==> src/rtl/seven_seg_pkg.sv <==
// Shared definitions for the multiplexed seven-segment display path:
// the hex glyph table, the "all dark" output codes, the scan states,
// and a small helper that turns a digit index into an anode pattern.
package seven_seg_pkg;

  // Segments off (active-low) and all anodes off (active-low).
  localparam logic [7:0] SEG_OFF = 8'hFF;
  localparam logic [3:0] AN_OFF  = 4'hF;

  // Active-low glyphs {g,f,e,d,c,b,a} for 0-F. The DP bit is driven
  // separately, so the table carries only the seven segment bits.
  // With the DP dark these read as C0 F9 A4 B0 99 92 82 F8 80 90 88 83 C6 A1 86 8E.
  localparam logic [6:0] SEG_HEX [0:15] = '{
    7'h40, 7'h79, 7'h24, 7'h30,
    7'h19, 7'h12, 7'h02, 7'h78,
    7'h00, 7'h10, 7'h08, 7'h03,
    7'h46, 7'h21, 7'h06, 7'h0E
  };

  // Scan states: dark guard interval, then the digit is lit.
  typedef enum logic {
    S_BLANK = 1'b0,
    S_ON    = 1'b1
  } state_e;

  // Active-low one-hot anode enable for digit position idx.
  function automatic logic [3:0] anode_sel(input logic [1:0] idx);
    anode_sel = ~(4'b0001 << idx);
  endfunction

endpackage

==> src/rtl/hex_to_seg.sv <==
// Combinational hex-to-seven-segment decoder, active-low {g,f,e,d,c,b,a}.
// Shared with the single-digit display path, so it carries no DP logic.
module hex_to_seg
  import seven_seg_pkg::*;
(
  input  logic [3:0] hex_i,
  output logic [6:0] seg_o
);

  // Straight table lookup; every nibble value has a glyph.
  always_comb begin
    seg_o = SEG_HEX[hex_i];
  end

endmodule

==> src/rtl/seven_seg_scanner.sv <==
// Four-digit common-anode scanner. Nibbles, DP and blank masks are captured
// into a shadow buffer on load and promoted to the active buffer only at a
// frame boundary, so a frame on the glass is never a mix of old and new data.
// Each digit gets a dark guard interval before it is lit to avoid ghosting.
module seven_seg_scanner
  import seven_seg_pkg::*;
#(
  parameter int ON_CYCLES    = 95000,
  parameter int BLANK_CYCLES = 5000
) (
  input  logic        clk,
  input  logic        rst,
  input  logic        load,
  input  logic [15:0] digits_in,
  input  logic [3:0]  dp_in,
  input  logic [3:0]  blank_in,
  output logic [3:0]  an,
  output logic [7:0]  seg
);

  localparam int CNT_MAX = (ON_CYCLES > BLANK_CYCLES) ? ON_CYCLES : BLANK_CYCLES;
  localparam int CNT_W   = $clog2(CNT_MAX + 1);

  localparam logic [CNT_W-1:0] ON_LAST    = CNT_W'(ON_CYCLES - 1);
  localparam logic [CNT_W-1:0] BLANK_LAST = CNT_W'((BLANK_CYCLES > 0) ? BLANK_CYCLES - 1 : 0);
  localparam logic             HAS_GUARD  = (BLANK_CYCLES > 0);
  localparam state_e           RESET_STATE = HAS_GUARD ? S_BLANK : S_ON;

  // Scan sequencer state.
  state_e           state_q, state_d;
  logic [CNT_W-1:0] cnt_q, cnt_d;
  logic [1:0]       idx_q, idx_d;
  logic             frameEnd;

  // Shadow (written by load) and active (shown on the display) buffers.
  logic [15:0] shadowDigits_q, shadowDigits_d;
  logic [3:0]  shadowDp_q, shadowDp_d;
  logic [3:0]  shadowBlank_q, shadowBlank_d;
  logic [15:0] activeDigits_q, activeDigits_d;
  logic [3:0]  activeDp_q, activeDp_d;
  logic [3:0]  activeBlank_q, activeBlank_d;
  logic        pending_q, pending_d;

  // Output registers.
  logic [3:0] an_q, an_d;
  logic [7:0] seg_q, seg_d;
  logic [3:0] nextNibble;
  logic [6:0] nextGlyph;

  // Advance the guard/lit timer; the counter restarts on every slot change,
  // and frameEnd marks the edge where the digit index wraps from 3 to 0.
  always_comb begin
    state_d  = state_q;
    cnt_d    = cnt_q + 1'b1;
    idx_d    = idx_q;
    frameEnd = 1'b0;
    if (state_q == S_BLANK) begin
      if (cnt_q == BLANK_LAST) begin
        state_d = S_ON;
        cnt_d   = '0;
      end
    end else begin
      if (cnt_q == ON_LAST) begin
        state_d  = HAS_GUARD ? S_BLANK : S_ON;
        cnt_d    = '0;
        idx_d    = idx_q + 2'd1;
        frameEnd = (idx_q == 2'd3);
      end
    end
  end

  // Double buffering: load always refreshes the shadow; the active copy only
  // changes at a frame end, taking the inputs directly if load lands there.
  always_comb begin
    shadowDigits_d = shadowDigits_q;
    shadowDp_d     = shadowDp_q;
    shadowBlank_d  = shadowBlank_q;
    activeDigits_d = activeDigits_q;
    activeDp_d     = activeDp_q;
    activeBlank_d  = activeBlank_q;
    pending_d      = pending_q;

    if (load) begin
      shadowDigits_d = digits_in;
      shadowDp_d     = dp_in;
      shadowBlank_d  = blank_in;
    end

    if (frameEnd) begin
      if (load) begin
        activeDigits_d = digits_in;
        activeDp_d     = dp_in;
        activeBlank_d  = blank_in;
      end else if (pending_q) begin
        activeDigits_d = shadowDigits_q;
        activeDp_d     = shadowDp_q;
        activeBlank_d  = shadowBlank_q;
      end
      pending_d = 1'b0;
    end else if (load) begin
      pending_d = 1'b1;
    end
  end

  assign nextNibble = activeDigits_d[{idx_d, 2'b00} +: 4];

  hex_to_seg u_hex_to_seg (
    .hex_i (nextNibble),
    .seg_o (nextGlyph)
  );

  // Compute the display for the upcoming slot so anode and segments are
  // registered together and can never disagree for a cycle.
  always_comb begin
    an_d  = AN_OFF;
    seg_d = SEG_OFF;
    if (state_d == S_ON && !activeBlank_d[idx_d]) begin
      an_d  = anode_sel(idx_d);
      seg_d = {~activeDp_d[idx_d], nextGlyph};
    end
  end

  // Sequencer registers.
  always_ff @(posedge clk or posedge rst) begin
    if (rst) begin
      state_q <= RESET_STATE;
      cnt_q   <= '0;
      idx_q   <= 2'd0;
    end else begin
      state_q <= state_d;
      cnt_q   <= cnt_d;
      idx_q   <= idx_d;
    end
  end

  // Buffer registers; the active blank mask starts all-ones so nothing
  // lights before the first load has reached the active copy.
  always_ff @(posedge clk or posedge rst) begin
    if (rst) begin
      shadowDigits_q <= 16'h0000;
      shadowDp_q     <= 4'h0;
      shadowBlank_q  <= 4'hF;
      activeDigits_q <= 16'h0000;
      activeDp_q     <= 4'h0;
      activeBlank_q  <= 4'hF;
      pending_q      <= 1'b0;
    end else begin
      shadowDigits_q <= shadowDigits_d;
      shadowDp_q     <= shadowDp_d;
      shadowBlank_q  <= shadowBlank_d;
      activeDigits_q <= activeDigits_d;
      activeDp_q     <= activeDp_d;
      activeBlank_q  <= activeBlank_d;
      pending_q      <= pending_d;
    end
  end

  // Output registers; reset darkens the display immediately.
  always_ff @(posedge clk or posedge rst) begin
    if (rst) begin
      an_q  <= AN_OFF;
      seg_q <= SEG_OFF;
    end else begin
      an_q  <= an_d;
      seg_q <= seg_d;
    end
  end

  assign an  = an_q;
  assign seg = seg_q;

endmodule

==> config.mk <==
export PLATFORM = sky130hd
export DESIGN_NAME = seven_seg_scanner
export DESIGN_NICKNAME = d
export VERILOG_FILES = /design/src/rtl/seven_seg_pkg.sv /design/src/rtl/hex_to_seg.sv /design/src/rtl/seven_seg_scanner.sv
export SDC_FILE = /design/constraint.sdc
export NUM_CORES = 1
export LEC_CHECK = 0
export ABC_CLOCK_PERIOD_IN_PS = 4750
export BUFFER_PORTS_ARGS = -buffer_cell sky130_fd_sc_hd__buf_2
export CELL_PAD_IN_SITES_DETAIL_PLACEMENT = 0
export CELL_PAD_IN_SITES_GLOBAL_PLACEMENT = 2
export CORE_AREA = 2 2 128 130
export CTS_CLUSTER_SIZE = 8
export DETAILED_ROUTE_END_ITERATION = 16
export DIE_AREA = 0 0 130 132
export HOLD_SLACK_MARGIN = 0.02
export PLACE_DENSITY = 0.67
export SYNTH_ARGS = -nofsm -noshare
export SYNTH_HDL_FRONTEND = slang
export SYNTH_SLANG_ARGS = --single-unit
==> constraint.sdc <==
create_clock -name clk -period 4.75 [get_ports clk]
set_input_delay 0 -clock clk [delete_from_list [all_inputs] [get_ports clk]]
set_output_delay 0 -clock clk [all_outputs]
set_load 0.02 [all_outputs]
; Word-level counts from Yosys, hierarchy flattened
; Memories as Yosys holds them, arrays and structs flattened.
; Cells that the tools add are included.
; Widths: inputs -> output; s select.
[op_classes]
add_sub_neg = 2
n_mux = 29
reduce_logical = 3
magnitude_cmp = 2
shifts = 2
n_eq_ne = 3
n_bitwise = 3
[ops]
columns = operator, count
row1 = $mux 17, 3
row2 = $mux 16, 3
row3 = $mux 4, 7
row4 = $add 17x1->17 const B, 1
row5 = $eq 17x13->1 const B, 1
row6 = $eq 17x17->1 const B, 1
row7 = $shiftx 16x5->4, 1
row8 = $mux 7, 2
row9 = $mux 1, 9
row10 = $mux 8, 1
row11 = $ge 5x5->1 const B, 1
row12 = $not 4->5, 1
row13 = $bmux 1 s2, 2
row14 = $mux 2, 2
row15 = $not 4->4, 1
row16 = $shl 1x2->4 const A, 1
row17 = $lt 2x3->1 const B, 1
row18 = $add 2x1->2 const B, 1
row19 = $eq 2x2->1 const B, 1
row20 = $reduce_bool 2->1, 1
row21 = $logic_and 1x1->1, 1
row22 = $logic_not 1->1, 1
row23 = $not 1->1, 1
[word_totals]
wordCells = 57
inputBits = 27
regBits = 81
romBits = 112
mem_count = 1
[mem_list]
columns = name, words, width, rd, rd_ports_with_merged_regs, write_ports, line_no
row1 = (no name shown), 16, 7, 1, 0, 0, hex_to_seg.sv:12  ; seg_o = SEG_HEX[hex_i];

; Longest topological paths before layout
[logic_depth]
ltp_word = 10
depth_mapped = 15

; By module
; From an unflattened synthesis, not the netlist that was laid out.
[unflattened]
hier_cells = 373
area_unflattened_um2 = 4015.1
[by_module_without_submodules]
columns = module, cells_per_inst, n_inst, area_each_um2
row1 = seven_seg_scanner, 338, 1, 3744.8
row2 = hex_to_seg, 35, 1, 270.3

; Worst setup path before layout
; No wires, ideal clock.
[synth_path]
kind = reg2reg
start = register cnt_q[3]
end = register seg_q[0], in the netlist seg[0]
slack_ns = 0.929
period_less_slack_ns = 3.821
t_arrival_ns = 3.727
path_buffers = 1
setup_ns = 0.094
stages_incl_launch_ff = 15
path_cell_list = dfrtp_1 or4b_4 nor4_4 nand2_1 mux2i_1 inv_1 buf_4 nand2_1 o22ai_1 nor3_1 inv_1 ha_1 nand2_1 a21oi_1 or4_1
[synth_lines]
columns = item, line_no
row1 = from (decl), seven_seg_scanner.sv:31  ; logic [CNT_W-1:0] cnt_q, cnt_d;
row2 = from (signal assigned), seven_seg_scanner.sv:131  ; cnt_q <= cnt_d;
row3 = $eq 17x17->1 (*), seven_seg_scanner.sv:63  ; if (cnt_q == ON_LAST) begin
row4 = $mux 2 (*), seven_seg_scanner.sv:63
row5 = $mux 2 (*), seven_seg_scanner.sv:57  ; if (state_q == S_BLANK) begin
row6 = net idx_d[1], seven_seg_scanner.sv:32  ; logic [1:0] idx_q, idx_d;
row7 = $shiftx 16x5->4, seven_seg_scanner.sv:105  ; assign nextNibble = activeDigits_d[{idx_d, 2'b00} +: 4];
row8 = $not 4->5 (not written as such), hex_to_seg.sv:12
row9 = $mem_v2 16x7, n/a
row10 = $mux 7 (not written as such) (2 in series), hex_to_seg.sv:12
row11 = $mux 8 (*), seven_seg_scanner.sv:117  ; if (state_d == S_ON && !activeBlank_d[idx_d]) begin
row12 = net seg_d[0], seven_seg_scanner.sv:46  ; logic [7:0] seg_q, seg_d;
row13 = to (signal assigned), seven_seg_scanner.sv:165  ; seg_q <= seg_d;
row14 = to (decl), seven_seg_scanner.sv:46
; Mark *: on every way through the listed nets, which the timed path passes. The rest lies on a longest branch. The select of a mux whose other input is x is not followed.
; A chain may end at the register's enable or synchronous reset.

; Final worst setup path
[layout_path]
start = register cnt_q[3]
end = register seg_q[0], in the netlist seg[0]
[layout_between]
elab_chain_len = 10
[layout_lines]
columns = item, line_no
row1 = $eq 17x17->1, seven_seg_scanner.sv:63
row2 = $mux 1, seven_seg_scanner.sv:63
row3 = $mux 1, seven_seg_scanner.sv:57
row4 = $mux 16, seven_seg_scanner.sv:89  ; if (frameEnd) begin
row5 = $shiftx 16x5->4, seven_seg_scanner.sv:105
row6 = $not 4->5 (not written as such), hex_to_seg.sv:12
row7 = $mem_v2 16x7, n/a
row8 = $mux 7 (not written as such) (2 in series), hex_to_seg.sv:12
row9 = $mux 8 (*), seven_seg_scanner.sv:117
row10 = net seg_d[0], seven_seg_scanner.sv:46
; Marked as above.

==> flow_summary.ini <==
[synth]
ys_ff_latch = 81
async_reset_ff_share_pct = 100.0
syn_area_um2 = 3860
syn_inst = 367
yosysTopAreaCellShare_pct = 39.55
yosys_warnings = 0
synth-edff-count = 0
yosys.area.top_type = dfrtp_1
synth.avg_cell_area_um2 = 10.52
ys_types = 49
ys_seq_area_share_pct = 53.16
synth.area.top_cells = dfrtp_1, dfstp_2, mux2_2
syn_nets = 402
synth_ff_type = dfrtp_1

[run_status]
outcome = finished, violations left
violations = hold timing

[cts]
post_cts_buffers = 0
cts_tree = built
cts_buffer_depth = 2
cts_resized = 0
cts_max_level = 3
cts-root-buf = clkbuf_16
worstSkewPairLatency_ps = 340
numClockSinks = 81
clk_pin_slew_ps = 70
numCtsBuffers = 9

[final_layout]
nets = 469
mostFrequentLayoutCells = dfrtp_1, nor2_1, buf_2
final_common_cell = dfrtp_1
final_cells = 655
layout-drive-gt1-share_pct = 25.51
syn2layout_area_growth_pct = 25.28
final_area_um2 = 4836
diodes = 0
fillers = 1634

[placement]
portBuffers = 38
place_inst = 615
gp_congestion = 0.7625
dpl_cell_area_um2 = 4322
place_hpwl_um = 6823

[timing]
worstMarginPinSlew_ps = 1040
max_slew_margin_pct = 30.69
hold_violations = 18
slew_violations = 0
tns_ps = 0
fin_crit_sh_pct = 86.99
skew_ps = 8.488
rsz0062_at_grt = no
hold_slack_ps = -11.51
setup_viol = 0
clock.fmax_mhz = 242.0
fin_crit_ps = 4132

[drt]
vias = 2925
dr.pass1.iters = 4
avgRoutedWirePerCell_um = 14.91
drtAntennaViolNets = 0
vias_per_cell = 4.466
drc_errors = 0
drt_iter0_drc = 168
wl_um = 9769

[power]
ir_drop_uv = 154.0
p_per_area_nw_per_um2 = 301.1
p_leak_nw = 2.180

[floorplanning]
initial_core_util_pct = 24.57
rows = 46
die_w_um = 130
io_pins = 39
die-area_um2 = 17160
die_h_um = 132
core_um2 = 15710

[global_routing]
grt-ovfl-total = 0
antenna_found_initial = 0
grt_max_degree = 82
first_global_vias = 2981
grt_pass1_wl_um = 15720
gr-usage-all-layers_pct = 11.94

[worst_setup_path]
reg2regPathDepth = 14
crit_start = cnt_q[3]
r2r-start = cnt_q[3]
cp_top_family = simple AND/OR/NAND/NOR gates
reg2reg_slack_ps = 620
crit_path_top_delay_cell = or4b_4
slowest_delay_ps = 560
cp.required_ps = 5010
cp_max_fo = 13
crit_chain = or4b_4, nor4_4, buf_4, nand2_1, mux2i_1, inv_1, nand2_1, o22ai_1, nor3_2, inv_1, ha_1, nand2_1, a21oi_1, or4_1
end_kind = register
r2r_end = seg[0]
critPathKind = reg2reg
arrival_ps = 4390
worst-path-buf-inv = 3
crit_top_cell = nand2_1
startpoint_type = register

[worst_hold_path]
min_path_type = in2async

[run]
max-cap-violations = 0
-- sequential cells by signal, indices dropped and copies added, names as in the netlist --
name,cells
shadowDigits_q,16
idx_q,2
activeBlank_q,4
shadowDp_q,4
shadowBlank_q,4
state_q,1
an,4
activeDigits_q,16
pending_q,1
activeDp_q,4
seg,8
cnt_q,17
-- power breakdown --
part	internal (W)	total, W	switching [W]
Sequential	0.000713	0.000720	0.00000726
Combinational	0.0000376	0.0000792	0.0000416
Clock	0.000370	0.000657	0.000287
-- synth_stat cells, types with 8 or more instances --
| cell | count |
|---|---|
| nand2_1 | 28 |
| a21oi_1 | 11 |
| o22ai_1 | 26 |
| o21ai_0 | 13 |
| mux2i_1 | 9 |
| inv_1 | 23 |
| ha_1 | 8 |
| nand3_1 | 10 |
| clkbuf_1 | 9 |
| xor2_1 | 9 |
| dfrtp_1 | 61 |
| mux2_2 | 21 |
| dfstp_2 | 20 |
| nor2_1 | 48 |
-- cell families after synthesis --
group	synth area share, %
and+or+nand+nor	14.29
AOI/OAI and AO/OA	13.74
adders and majority gates	2.593
xor gates and xnor gates	3.177
DFF	53.16
buffers and inverters	3.987
muxes	9.044
-- worst max path at each step --
stage | end | slack, ps | cells past startpoint
global placement | seg[0] | 780 | 14
CTS | seg[0] | 620 | 14
finish | seg[0] | 620 | 14
global route | seg[0] | 290 | 14
detailed placement | seg[0] | 640 | 14
floorplan | seg[0] | 930 | 14
-- repair_timing --
item	4_1_cts	5_1_grt
endpoints found under the hold margin	35	0
setup endpoints to repair	0	0
hold buffers	24	0
-- routing by layer --
metal / vias up / track usage [%] / wire length (um)
li1: 1444 / - / -
met1: 1405 / 16.36 / 4728
met2: 61 / 17.86 / 4429
met3: 15 / 2.557 / 394
met4: 0 / 5.675 / 217
met5: - / 0 / 0
-- area by class of cell --
type | count | area [um^2] | share of cell area, %
multi-input cells | 247 | 1654 | 34.20
well taps | 216 | 270.3 | 5.589
inverters | 25 | 95.09 | 1.966
repair buffers | 70 | 490.5 | 10.14
clock buffers | 12 | 246.5 | 5.097
flip-flops and latches | 81 | 2052 | 42.43
clock inverters | 4 | 27.53 | 0.5692
-- worst register-to-register path, stage by stage (launching register included) --
cell,delay [ps]
dfrtp_1,410
or4b_4,560
nor4_4,250
buf_4,230
nand2_1,160
mux2i_1,420
inv_1,300
nand2_1,220
o22ai_1,150
nor3_2,390
inv_1,170
ha_1,220
nand2_1,60
a21oi_1,60
or4_1,460
-- through the flow --
stage	util, %	setup WS, ps	total power (W)
floorplan	-	929.1	0.0007680
global placement	27.50	778.3	0.0007974
detailed placement	27.50	641.8	0.0007982
CTS	30.78	616.2	0.001475
global route	30.78	288.2	0.001517
finish	30.78	617.8	0.001456
(Power assumes the default switching activity.)
